<file path="src/rtl/adder_pkg.sv">
// Shared types and constants for the bit-serial add/subtract unit.
package adder_pkg;

    typedef enum logic [1:0] {
        IDLE = 2'd0,
        RUN  = 2'd1,
        DONE = 2'd2
    } state_t;

    localparam logic MODE_ADD = 1'b0;
    localparam logic MODE_SUB = 1'b1;

endpackage

</file>
<file path="src/rtl/full_adder_bit.sv">
// One-bit full adder slice used by the serial adder datapath.
module full_adder_bit (
    input  logic x,
    input  logic y,
    input  logic cin,
    output logic s,
    output logic cout
);

    assign s    = x ^ y ^ cin;
    assign cout = (x & y) | (x & cin) | (y & cin);

endmodule

</file>
<file path="src/rtl/serial_adder.sv">
// Bit-serial add/subtract: one operand bit per clock, LSB first, with a
// start/busy/done handshake and registered carry-out and signed overflow.
module serial_adder
    import adder_pkg::*;
#(
    parameter int WIDTH = 8
) (
    input  logic             clk,
    input  logic             rst,
    input  logic             start,
    input  logic             mode,
    input  logic [WIDTH-1:0] a,
    input  logic [WIDTH-1:0] b,
    output logic             busy,
    output logic             done,
    output logic [WIDTH-1:0] sum,
    output logic             carry_out,
    output logic             overflow
);

    localparam int CNT_W = $clog2(WIDTH + 1);

    state_t           state;
    logic [WIDTH-1:0] sa;
    logic [WIDTH-1:0] sb;
    logic [WIDTH-1:0] ss;
    logic [WIDTH-1:0] ss_next;
    logic             c;
    logic [CNT_W-1:0] cnt;
    logic             fa_s;
    logic             fa_cout;
    logic             last;

    full_adder_bit u_fa (
        .x    (sa[0]),
        .y    (sb[0]),
        .cin  (c),
        .s    (fa_s),
        .cout (fa_cout)
    );

    // New sum bit enters at the MSB so the result is aligned after WIDTH shifts.
    assign ss_next = WIDTH'({fa_s, ss} >> 1);
    assign last    = (cnt == CNT_W'(WIDTH - 1));

    always_ff @(posedge clk) begin
        if (rst) begin
            state     <= IDLE;
            sa        <= '0;
            sb        <= '0;
            ss        <= '0;
            c         <= 1'b0;
            cnt       <= '0;
            busy      <= 1'b0;
            done      <= 1'b0;
            sum       <= '0;
            carry_out <= 1'b0;
            overflow  <= 1'b0;
        end else begin
            done <= 1'b0;
            case (state)
                IDLE, DONE: begin
                    if (start) begin
                        sa    <= a;
                        sb    <= (mode == MODE_SUB) ? ~b : b;
                        c     <= (mode == MODE_SUB);
                        cnt   <= '0;
                        busy  <= 1'b1;
                        state <= RUN;
                    end else begin
                        state <= IDLE;
                    end
                end
                RUN: begin
                    ss  <= ss_next;
                    sa  <= sa >> 1;
                    sb  <= sb >> 1;
                    c   <= fa_cout;
                    cnt <= cnt + CNT_W'(1);
                    // On the MSB slice, c is the carry into the sign bit.
                    if (last) begin
                        sum       <= ss_next;
                        carry_out <= fa_cout;
                        overflow  <= c ^ fa_cout;
                        busy      <= 1'b0;
                        done      <= 1'b1;
                        state     <= DONE;
                    end
                end
                default: state <= IDLE;
            endcase
        end
    end

endmodule

</file>
<file path="config.mk">
export PLATFORM = sky130hd
export DESIGN_NAME = serial_adder
export DESIGN_NICKNAME = d
export VERILOG_FILES = /design/src/rtl/adder_pkg.sv /design/src/rtl/full_adder_bit.sv /design/src/rtl/serial_adder.sv
export SDC_FILE = /design/constraint.sdc
export NUM_CORES = 1
export LEC_CHECK = 0
export ABC_AREA = 1
export CORE_MARGIN = 1
export CORE_UTILIZATION = 47
export CTS_CLUSTER_SIZE = 12
export DETAILED_ROUTE_END_ITERATION = 6
export PLACE_DENSITY = 0.72
export SKIP_CTS_REPAIR_TIMING = 1
export SYNTH_ARGS = -nofsm -noshare
export SYNTH_HDL_FRONTEND = slang
export SYNTH_HIERARCHICAL = 1
export SYNTH_SLANG_ARGS = --single-unit
</file>
<file path="constraint.sdc">
create_clock -name clk -period 1.08 [get_ports clk]
set_input_delay 0.108 -clock clk [delete_from_list [all_inputs] [get_ports clk]]
set_output_delay 0.108 -clock clk [all_outputs]
set_load 0.01 [all_outputs]
</file>
==> results of run 1 <==
-- kinds of logic (layout without fill, tap and decap cells) --
kind of cell	Yosys count	after routing	share of synthesized area [%]
XOR/XNOR	2	2	0.9146
adder cells (fa/ha/maj)	2	2	1.698
AO/OA/AOI/OAI	41	41	13.06
buffers and inverters	48	104	11.17
flip-flops	42	42	43.89
AND/OR/NAND/NOR	127	128	29.26
-- per-layer routing --
metal,global-route usage (%),vias up
met5,0,-
met4,7.337,0
met3,5.172,8
met2,36.48,39
met1,24.38,872
li1,-,927
-- area by class of cell --
type / count / area, um^2 / area share (%)
well taps: 48 / 60.06 / 1.993
clock inverters: 2 / 60.06 / 1.993
inverters: 37 / 143.9 / 4.776
flip-flops and latches: 42 / 853.3 / 28.32
multi-input cells: 173 / 1135 / 37.67
clock buffers: 6 / 82.58 / 2.741
repair buffers: 59 / 678.2 / 22.51
-- where the power goes --
part           internal (uW)  switching [uW]  leakage, uW  total [uW]
Sequential              1630            63.1     0.000347        1690
Clock                    986             530    0.0000714        1520
Combinational            378             388      0.00117         767
-- worst paths after layout --
| check | to | slack (ns) | cells after the start |
|---|---|---|---|
| setup / recovery | state[0] | -0.16 | 6 |
| hold / removal | sa[7] | 0.42 | 3 |
| setup reg to reg | state[0] | -0.16 | 6 |
| hold reg to reg | cnt[0] | 0.47 | 1 |
-- state kept, by name (all words and copies together) (netlist names), 2 cells and up --
| signal | flops |
|---|---|
| sa | 8 |
| ss | 7 |
| cnt | 4 |
| sum | 8 |
| sb | 8 |
| state | 2 |
-- synth_stat cells, types with 4 or more instances --
| library cell | count | area (um^2) |
|---|---|---|
| inv_1 | 33 | 123.9 |
| a21oi_2 | 12 | 105.1 |
| inv_2 | 4 | 15.01 |
| a21oi_1 | 11 | 55.05 |
| buf_2 | 6 | 30.03 |
| nand2_1 | 76 | 285.3 |
| nand3_1 | 25 | 125.1 |
| dfxtp_1 | 42 | 840.8 |
| nand2_2 | 12 | 75.07 |
| o21ai_1 | 11 | 55.05 |
| o21ai_0 | 7 | 35.03 |
| nor2_1 | 11 | 41.29 |
-- through the flow --
step / utilization [%] / area [um^2] / hold slack, ns / total power, uW
5_1_grt: 79.89 / 3013 / 0.4225 / 4144
4_1_cts: 68.41 / 2580 / 0.3732 / 3767
6_report: 79.89 / 3013 / 0.4207 / 3977
3_3_place_gp: 64.63 / 2437 / 0.4535 / 2254
3_5_place_dp: 64.63 / 2437 / 0.4581 / 2269
2_1_floorplan: - / 1939 / 0.1704 / 2039
-- worst max-delay path, stage by stage, from the launching register on --
cell and delay [ns]:
dfxtp_2 0.39, inv_4 0.06, nor2_4 0.21, buf_12 0.15
buf_4 0.12, nand2_1 0.06, a21oi_1 0.16
==> summary.txt, run 1 <==
Setup path
  – CP Data Required Time: 1.29 ns
  – WS Path Type: reg -> reg
  – CP Launch Type: flip-flop
  – Worst setup EP type: flip-flop
  – Worst-path fanout max: 4
  – Crit. Startpoint: state[0]
  – Worst EP arrival: 1.45 ns
  – Worst r2r src: state[0]

Logic synthesis
  – Gate Count Post-Synth: 262
  – Top FF cell, synth: dfxtp_1
  – Cell Area, Synth: approximately 1900 um^2
  – Post-synth EDFFs: 0
  – Synth warn: 6
  – Synth async-reset ratio: 0%
  – Seq/Total Area, Yosys: 43.89%
  – Avg Cell Area, Syn: ~7.3 um^2
  – FF+latch count, synth: 42
  – Cell variety after synth: 19
  – Mapped Nets: 284

Drt
  – DRC viols: 0
  – Via count: 1846
  – Post-route met1 wirelength: roughly 2200 um
  – DRT Pass-1 Iters: 4
  – Top Layer Used: met4
  – WL/cell: 13.97 um
  – Met2 routed WL: 2679 um
  – Routed Antenna Nets: 0
  – Met3 WL: 160 um
  – Via density: 5.030
  – Wirelength, routed: 5126 um
  – Initial DRC Count: 72

Timing
  – Fmax achieved: 807.6 MHz
  – Fin crit period: 1.238 ns
  – Setup tns final: -2.585 ns
  – Max Transition Viols Final: 0
  – Final Skew: 0.008067 ns
  – Final setup vio count: 35
  – Final hold vios: 0
  – Final cycle utilization of the critical path: 114.6%
  – RSZ-0062 raised after global routing: yes
  – Measured slew at the worst slew-check pin: between 0.2 and 0.25 ns
  – Relative slew slack: 84.66%
  – Final WS setup: -0.1582 ns

Global route
  – Overall Global Routing Usage: 20.84%
  – Initial antenna violation count: 0
  – Vias in the first global route: 1585
  – First-pass GRT wire length: 6789 um
  – Pin count of the biggest net entering global routing: 27
  – Gr ovfl total: 0

Floorplan
  – Die ar.: 4335 um^2
  – Core area: about 3800 um^2
  – Die Y: 65.84 um
  – Rows: 22
  – Die X: 65.84 um
  – Boundary Pins: 32
  – Starting Density: 50.80%

Clocking
  – Clk_lat worst skew: 0.29 ns
  – Clock Sinks: 42
  – Htree depth: 2
  – Total clock buffers created by CTS: 5
  – CTS tree: yes
  – Clock buffer depth: 2
  – CTS clock-pin slew for the worst setup and hold paths: 0.08 ns
  – Root buffer cell: clkbuf_8

Placement
  – Dpl ws: -0.1943 ns
  – Placed insts: roughly 350
  – HPWL Detailed: roughly 2700 um
  – Final GP Congestion: 0.7733
  – # port buffers: 31

Power
  – Max VDD drop: around 0.00092 V
  – Pwr Density: ~1300 nW/um^2
  – Leak: 0.001584 uW

Final layout
  – Nets: 340
  – Layout Cells excl Fill: ~370
  – Filler instances: 252
  – Fraction of layout cells with a size suffix above 1: between 40% and 50%
  – Most frequent cells in the layout: nand2_1 (51), dfxtp_1 (34), inv_1 (25)
  – Area grow syn2layout: 57.28%
  – Number of diodes: 0
  – Commonest non-fill, non-tap cell in the layout: nand2_1

Status
  – Status: finished with violations
  – Failing checks: setup timing

Min path
  – Hold wc startpoint: a[7]
  – Hold WC Path Type: in -> reg

Job
  – Number of max-cap violations: 0
Note: power is estimated with default switching activity, not from simulation.
==> run 2, diff against run 1 <==
--- a/config.mk
+++ b/config.mk
@@ -6,11 +6,12 @@
 export NUM_CORES = 1
 export LEC_CHECK = 0
 export ABC_AREA = 1
-export CORE_MARGIN = 1
-export CORE_UTILIZATION = 47
+export CORE_MARGIN = 4
+export CORE_UTILIZATION = 56
 export CTS_CLUSTER_SIZE = 12
 export DETAILED_ROUTE_END_ITERATION = 6
-export PLACE_DENSITY = 0.72
+export DONT_BUFFER_PORTS = 1
+export PLACE_DENSITY = 0.71
 export SKIP_CTS_REPAIR_TIMING = 1
 export SYNTH_ARGS = -nofsm -noshare
 export SYNTH_HDL_FRONTEND = slang
==> run 2 against run 1 <==
Net effect:
- the flow finishes with violations (hold timing, setup timing)
- hold slack got worse by 0.64 ns
- critical path depth rose by 1
- cell area decreased by 17%
- non-clock buffer count shrank 31
- clock skew up 0.0038 ns
- flip-flop and latch count is the same
- clock-buffer cell count unchanged
- die area grew 2.0%
- first-iteration DRC count is 71% higher
- cell count decreased by 9.5%
- critical path type unchanged
- critical endpoint is now sum[3]
- largest cell class unchanged
- highest routed layer unchanged
==> summary.txt, run 2 (synthesized netlist as in run 1, its figures left out) <==
Status
  – Status: finished with violations
  – Failing checks: hold timing, setup timing

Drt
  – Via density: 5.009 (-0.42%)
  – Initial DRC Count: 123 (+71%)
  – DRT Pass-1 Iters: 4 (unchanged)
  – WL/cell: 13.05 um (-6.6%)
  – Routed Antenna Nets: 0 (unchanged)
  – DRC viols: 0 (unchanged)
  – Wirelength, routed: 4332 um (-15%)
  – Via count: 1663 (-9.9%)

Timing
  – Final hold vios: 13 (+13)
  – Fmax achieved: 839.8 MHz (+4.0%)
  – Setup tns final: -1.504 ns (+1.081 ns)
  – Final Skew: 0.01186 ns (+0.003792 ns)
  – Final setup vio count: 28 (-20%)
  – Relative slew slack: 76.13% (-8.5 points)
  – Final WS setup: -0.1108 ns (+0.04743 ns)
  – Measured slew at the worst slew-check pin: 0.3576 ns (+0.1278 ns)
  – Fin crit period: 1.191 ns (-0.04743 ns)
  – Final hold slack: -0.2210 ns (-0.6417 ns)
  – RSZ-0062 raised after global routing: yes
  – Max Transition Viols Final: 0 (unchanged)
  – Final cycle utilization of the critical path: 110.3% (-4.4 points)

Floorplan
  – Die ar.: 4420 um^2 (+2.0%)
  – Core area: 3153 um^2 (-16%)
  – Starting Density: 60.75% (+10 points)
  – Rows: 20 (-9.1%)
  – Die X: 66.49 um (+0.98%)
  – Boundary Pins: 32 (unchanged)
  – Die Y: 66.49 um (+0.98%)

Global route
  – Pin count of the biggest net entering global routing: 22 (-19%)
  – Vias in the first global route: 1425 (-10%)
  – Gr ovfl total: 0 (unchanged)
  – First-pass GRT wire length: 6403 um (-5.7%)
  – Overall Global Routing Usage: 19.07% (-1.8 points)
  – Initial antenna violation count: 0 (unchanged)

Power
  – Switch share: 24.58% (-0.11 points)
  – P_sw: 874.5 uW (-11%)
  – Internal power: 2683 uW (-10%)
  – Leak: 0.001181 uW (-25%)
  – Power Total: 3558 uW (-11%)
  – Comb power frac: 15.9% (-3.4 points)
  – Seq pwr share: 47.4% (+4.8 points)
  – Max VDD drop: 0.001030 V (+12%)
  – Pwr Density: 1431 nW/um^2 (+8.4%)
  – Clock power share: 36.7% (-1.4 points)

Final layout
  – Number of diodes: 0 (unchanged)
  – Post-layout util: 78.85% (-1.0 points)
  – Filler instances: 225 (-11%)
  – Area grow syn2layout: 29.78%
  – Top flop regs: sa x8, sb x8, sum x8
  – Fraction of layout cells with a size suffix above 1: 37.15% (-4.2 points)
  – Layout Cells excl Fill: 332 (-9.5%)
  – Commonest non-fill, non-tap cell in the layout: nand2_1
  – Nets: 309 (-9.1%)
  – Most frequent cells in the layout: nand2_1 (63), dfxtp_1 (35), inv_1 (30)

Setup path
  – Worst EP arrival: 1.46 ns (about the same)
  – CP Data Required Time: 1.35 ns (+0.06 ns)
  – CP Launch Type: flip-flop
  – Most common cell on crit path: nand2_4
  – Crit-path cells: ha_4 > nand2_4 > nor2_4 > buf_12 > nand2_4 > nand3_1 > o21ai_1
  – WS Path Type: reg -> reg
  – Worst setup EP type: flip-flop
  – Crit path largest cell delay: 0.37 ns (-0.02 ns)
  – Critical-path top delay cell: dfxtp_2
  – Worst-path fanout max: 5 (+1)

Placement
  – HPWL Detailed: 2637 um (-2.2%)
  – Placed insts: 317 (-9.9%)
  – Final GP Congestion: 0.7824 (+1.2%)
  – # port buffers: 0 (-100%)

Clocking
  – Root buffer cell: clkbuf_4
  – Clock Sinks: 42 (unchanged)
  – Clk_lat worst skew: 0.36 ns (+0.07 ns)
  – Total clock buffers created by CTS: 5 (unchanged)
  – Clock buffer depth: 2 (unchanged)
  – Htree depth: 2 (unchanged)
  – CTS clock-pin slew for the worst setup and hold paths: 0.13 ns (+0.05 ns)
  – CTS tree: yes

Job
  – Number of max-cap violations: 0 (unchanged)

Min path
  – Hold WC Path Type: in -> reg
## run 2: cell count changes in the layout (fill, tap and decap cells not counted), sizes merged
| cell | delta |
|---|---|
| dlymetal6s2s | -12 |
| clkdlybuf4s50 | -19 |
| clkbuf | -1 |
| buf | +1 |
## run 2: worst paths after layout
kind | from | end | slack [ns] | cells past startpoint
worst max register to register | cnt[0] | sum[3] | -0.11 | 7
worst min-delay path | rst | c | -0.22 | 1
worst min register to register | sa[6] | sa[6] | 0.47 | 2
worst max-delay path | cnt[0] | sum[3] | -0.11 | 7
## run 2: worst max-delay path: cells and delay by family (launching register included)
kind	cells	cell delay, ns
simple gates	4	0.38
compound gates	1	0.07
flops	1	0.37
buf+inv	1	0.13
fa+ha+maj	1	0.17
## run 2: per-layer routing
layer	GRT usage, %	vias to the layer above	wire length (um)
li1	-	867	-
met1	25.42	754	1916
met2	28.50	35	2104
met3	6.408	7	251
met4	6.853	0	60
met5	0	-	0
## run 2: final cells by class
cell class / count / area (um^2) / area share, %
Sequential cell: 42 / 849.6 / 34.17
Tap cell: 44 / 55.05 / 2.214
Clock inverter: 2 / 60.06 / 2.416
Inverter: 37 / 141.4 / 5.687
Clock buffer: 6 / 51.30 / 2.063
Multi-Input combinational cell: 173 / 1027 / 41.32
Timing Repair Buffer: 28 / 301.5 / 12.13
## run 2: power by group through the flow
stage / sequential (uW) / clock, uW / combinational, uW
final: 1690 / 1310 / 565
after global routing: 1700 / 1390 / 627
after CTS: 1680 / 1320 / 458
after detailed placement: 1720 / 0 / 455
after global placement: 1710 / 0 / 449
after floorplan: 1710 / 0 / 330
## run 2: per-stage QoR
step / instance area (um^2) / setup slack [ns]
floorplan: 1939 / -0.02772
finish: 2486 / -0.1108
detailed placement: 2122 / -0.08997
global placement: 2122 / -0.04521
global route: 2486 / -0.1786
CTS: 2233 / -0.09876
==> run 3, diff against run 2 <==
--- a/config.mk
+++ b/config.mk
@@ -11,7 +11,9 @@
 export CTS_CLUSTER_SIZE = 12
 export DETAILED_ROUTE_END_ITERATION = 6
 export DONT_BUFFER_PORTS = 1
+export MAX_ROUTING_LAYER = met4
 export PLACE_DENSITY = 0.71
+export RECOVER_POWER = 50
 export SKIP_CTS_REPAIR_TIMING = 1
 export SYNTH_ARGS = -nofsm -noshare
 export SYNTH_HDL_FRONTEND = slang
==> run 3 against run 2 <==
Net effect:
- maximum frequency hardly changed
- largest cell class unchanged
- critical path type unchanged
- utilization stayed put
- the run still ends with hold timing, setup timing left
- critical path depth unchanged
- largest power group unchanged
- critical endpoint unchanged
- clock-buffer cell count is the same
- cell area stayed put
==> summary.txt, run 3 (synthesized netlist as in run 1, its figures left out) <==
Global route
  – Gr ovfl total: 0 (unchanged)
  – Vias in the first global route: 1428 (+0.21%)
  – Pin count of the biggest net entering global routing: 22 (unchanged)
  – Initial antenna violation count: 0 (unchanged)
  – Overall Global Routing Usage: 19.57% (+0.50 points)
  – First-pass GRT wire length: 6410 um (+0.11%)

Clocking
  – Clk_lat worst skew: 0.36 ns (about the same)
  – Root buffer cell: clkbuf_4
  – Clock buffer depth: 2 (unchanged)
  – Htree depth: 2 (unchanged)
  – CTS tree: yes
  – Clock Sinks: 42 (unchanged)
  – Total clock buffers created by CTS: 5 (unchanged)
  – CTS clock-pin slew for the worst setup and hold paths: 0.13 ns (about the same)

Timing
  – Max Transition Viols Final: 0 (unchanged)
  – Final cycle utilization of the critical path: 110.3% (about the same)
  – Setup tns final: -1.481 ns (+0.02313 ns)
  – Final WS setup: -0.1115 ns (-0.0007250 ns)
  – Fmax achieved: 839.3 MHz (about the same)
  – Final Skew: 0.01138 ns (-0.0004807 ns)
  – Final hold slack: -0.2188 ns (+0.002188 ns)
  – Final hold vios: 13 (unchanged)
  – Final setup vio count: 28 (unchanged)
  – RSZ-0062 raised after global routing: yes
  – Measured slew at the worst slew-check pin: 0.3574 ns (-0.0001626 ns)
  – Fin crit period: 1.191 ns (+0.0007250 ns)
  – Relative slew slack: 76.14% (about the same)

Final layout
  – Number of diodes: 0 (unchanged)
  – Most frequent cells in the layout: nand2_1 (63), dfxtp_1 (35), inv_1 (30)
  – Area grow syn2layout: 29.78% (unchanged)
  – Top flop regs: sa x8, sb x8, sum x8
  – Commonest non-fill, non-tap cell in the layout: nand2_1
  – Fraction of layout cells with a size suffix above 1: 37.15% (unchanged)
  – Nets: 309 (unchanged)

Status
  – Failing checks: hold timing, setup timing
  – Status: finished with violations

Setup path
  – Crit-path cells: ha_4 > nand2_4 > nor2_4 > buf_12 > nand2_4 > nand3_1 > o21ai_1
  – Crit path largest cell delay: 0.37 ns (about the same)
  – Worst setup EP type: flip-flop
  – Critical-path top delay cell: dfxtp_2
  – Most common cell on crit path: nand2_4
  – R2R cell count: 7 (unchanged)
  – CP Data Required Time: 1.35 ns (about the same)
  – WS Path Type: reg -> reg
  – Worst EP arrival: 1.46 ns (about the same)
  – CP Launch Type: flip-flop
  – Worst-path fanout max: 5 (unchanged)

Power
  – Power Total: 3555 uW (about the same)
  – Leak: 0.001181 uW (unchanged)
  – Pwr Density: 1430 nW/um^2 (about the same)
  – Max VDD drop: 0.001033 V (+0.28%)

Placement
  – Dpl ws: -0.08997 ns (unchanged)
  – HPWL Detailed: 2637 um (unchanged)
  – Final GP Congestion: 0.7932 (+1.4%)
  – # port buffers: 0 (unchanged)

Drt
  – WL/cell: 13.02 um (-0.25%)
  – Via count: 1669 (+0.36%)
  – DRT Pass-1 Iters: 4 (unchanged)
  – DRC viols: 0 (unchanged)
  – Initial DRC Count: 133 (+8.1%)
  – Routed Antenna Nets: 0 (unchanged)
  – Wirelength, routed: 4321 um (-0.25%)
  – Via density: 5.027 (+0.36%)

Floorplan
  – Die Y: 66.49 um (unchanged)
  – Boundary Pins: 32 (unchanged)
  – Die X: 66.49 um (unchanged)
  – Rows: 20 (unchanged)
  – Die ar.: 4420 um^2 (unchanged)
  – Core area: 3153 um^2 (unchanged)
  – Starting Density: 60.75% (unchanged)

Job
  – Number of max-cap violations: 0 (unchanged)

Min path
  – Hold Path Depth: 1 (unchanged)
  – Hold WC Path Type: in -> reg
-- run 3: layout make-up --
type,count,area [um^2]
inverter,37,141.4
sequential,42,849.6
timing repair buffer,28,301.5
clock inverter,2,60.06
multi-input combinational,173,1027
tap,44,55.05
clock buffer,6,51.30
fill,225,666.9
-- run 3: path summary, 6_finish.rpt --
check        slack [ns]  startpoint  endpoint
max               -0.11      cnt[0]    sum[3]
min               -0.22         rst         c
max reg2reg       -0.11      cnt[0]    sum[3]
min reg2reg        0.47       sa[6]     sa[6]
-- run 3: stage by stage --
step | std cells | instance area, um^2 | util, % | hold slack [ns]
3_3_place_gp | 317 | 2122 | 67.30 | 0.1683
3_5_place_dp | 317 | 2122 | 67.30 | 0.1668
6_report | 332 | 2486 | 78.85 | -0.2188
5_1_grt | 332 | 2486 | 78.85 | -0.2472
4_1_cts | 325 | 2233 | 70.83 | -0.2308
2_1_floorplan | 262 | 1939 | - | 0.1704
-- run 3: where the power goes --
group	leakage, uW	internal [uW]	switching [uW]	total (uW)
clock	0.0000585	784	520	1300
sequential	0.000346	1630	54.4	1690
combinational	0.000776	268	297	565
total	0.00118	2680	872	3560
-- run 3: worst max-delay path: cells and delay by family, from the launching register on --
family                     cells  cell delay (ns)
AOI/OAI and AO/OA              1             0.07
adders and majority gates      1             0.17
buffers and inverters          1             0.13
DFF                            1             0.37
and+or+nand+nor                4             0.38
-- run 3: layer usage --
| metal | track usage [%] | routed length, um | vias up |
|---|---|---|---|
| met5 | - | 0 | - |
| met1 | 25.42 | 1890 | 746 |
| met4 | 6.853 | 64 | 0 |
| met2 | 28.50 | 2080 | 47 |
| li1 | - | - | 869 |
| met3 | 6.408 | 284 | 7 |
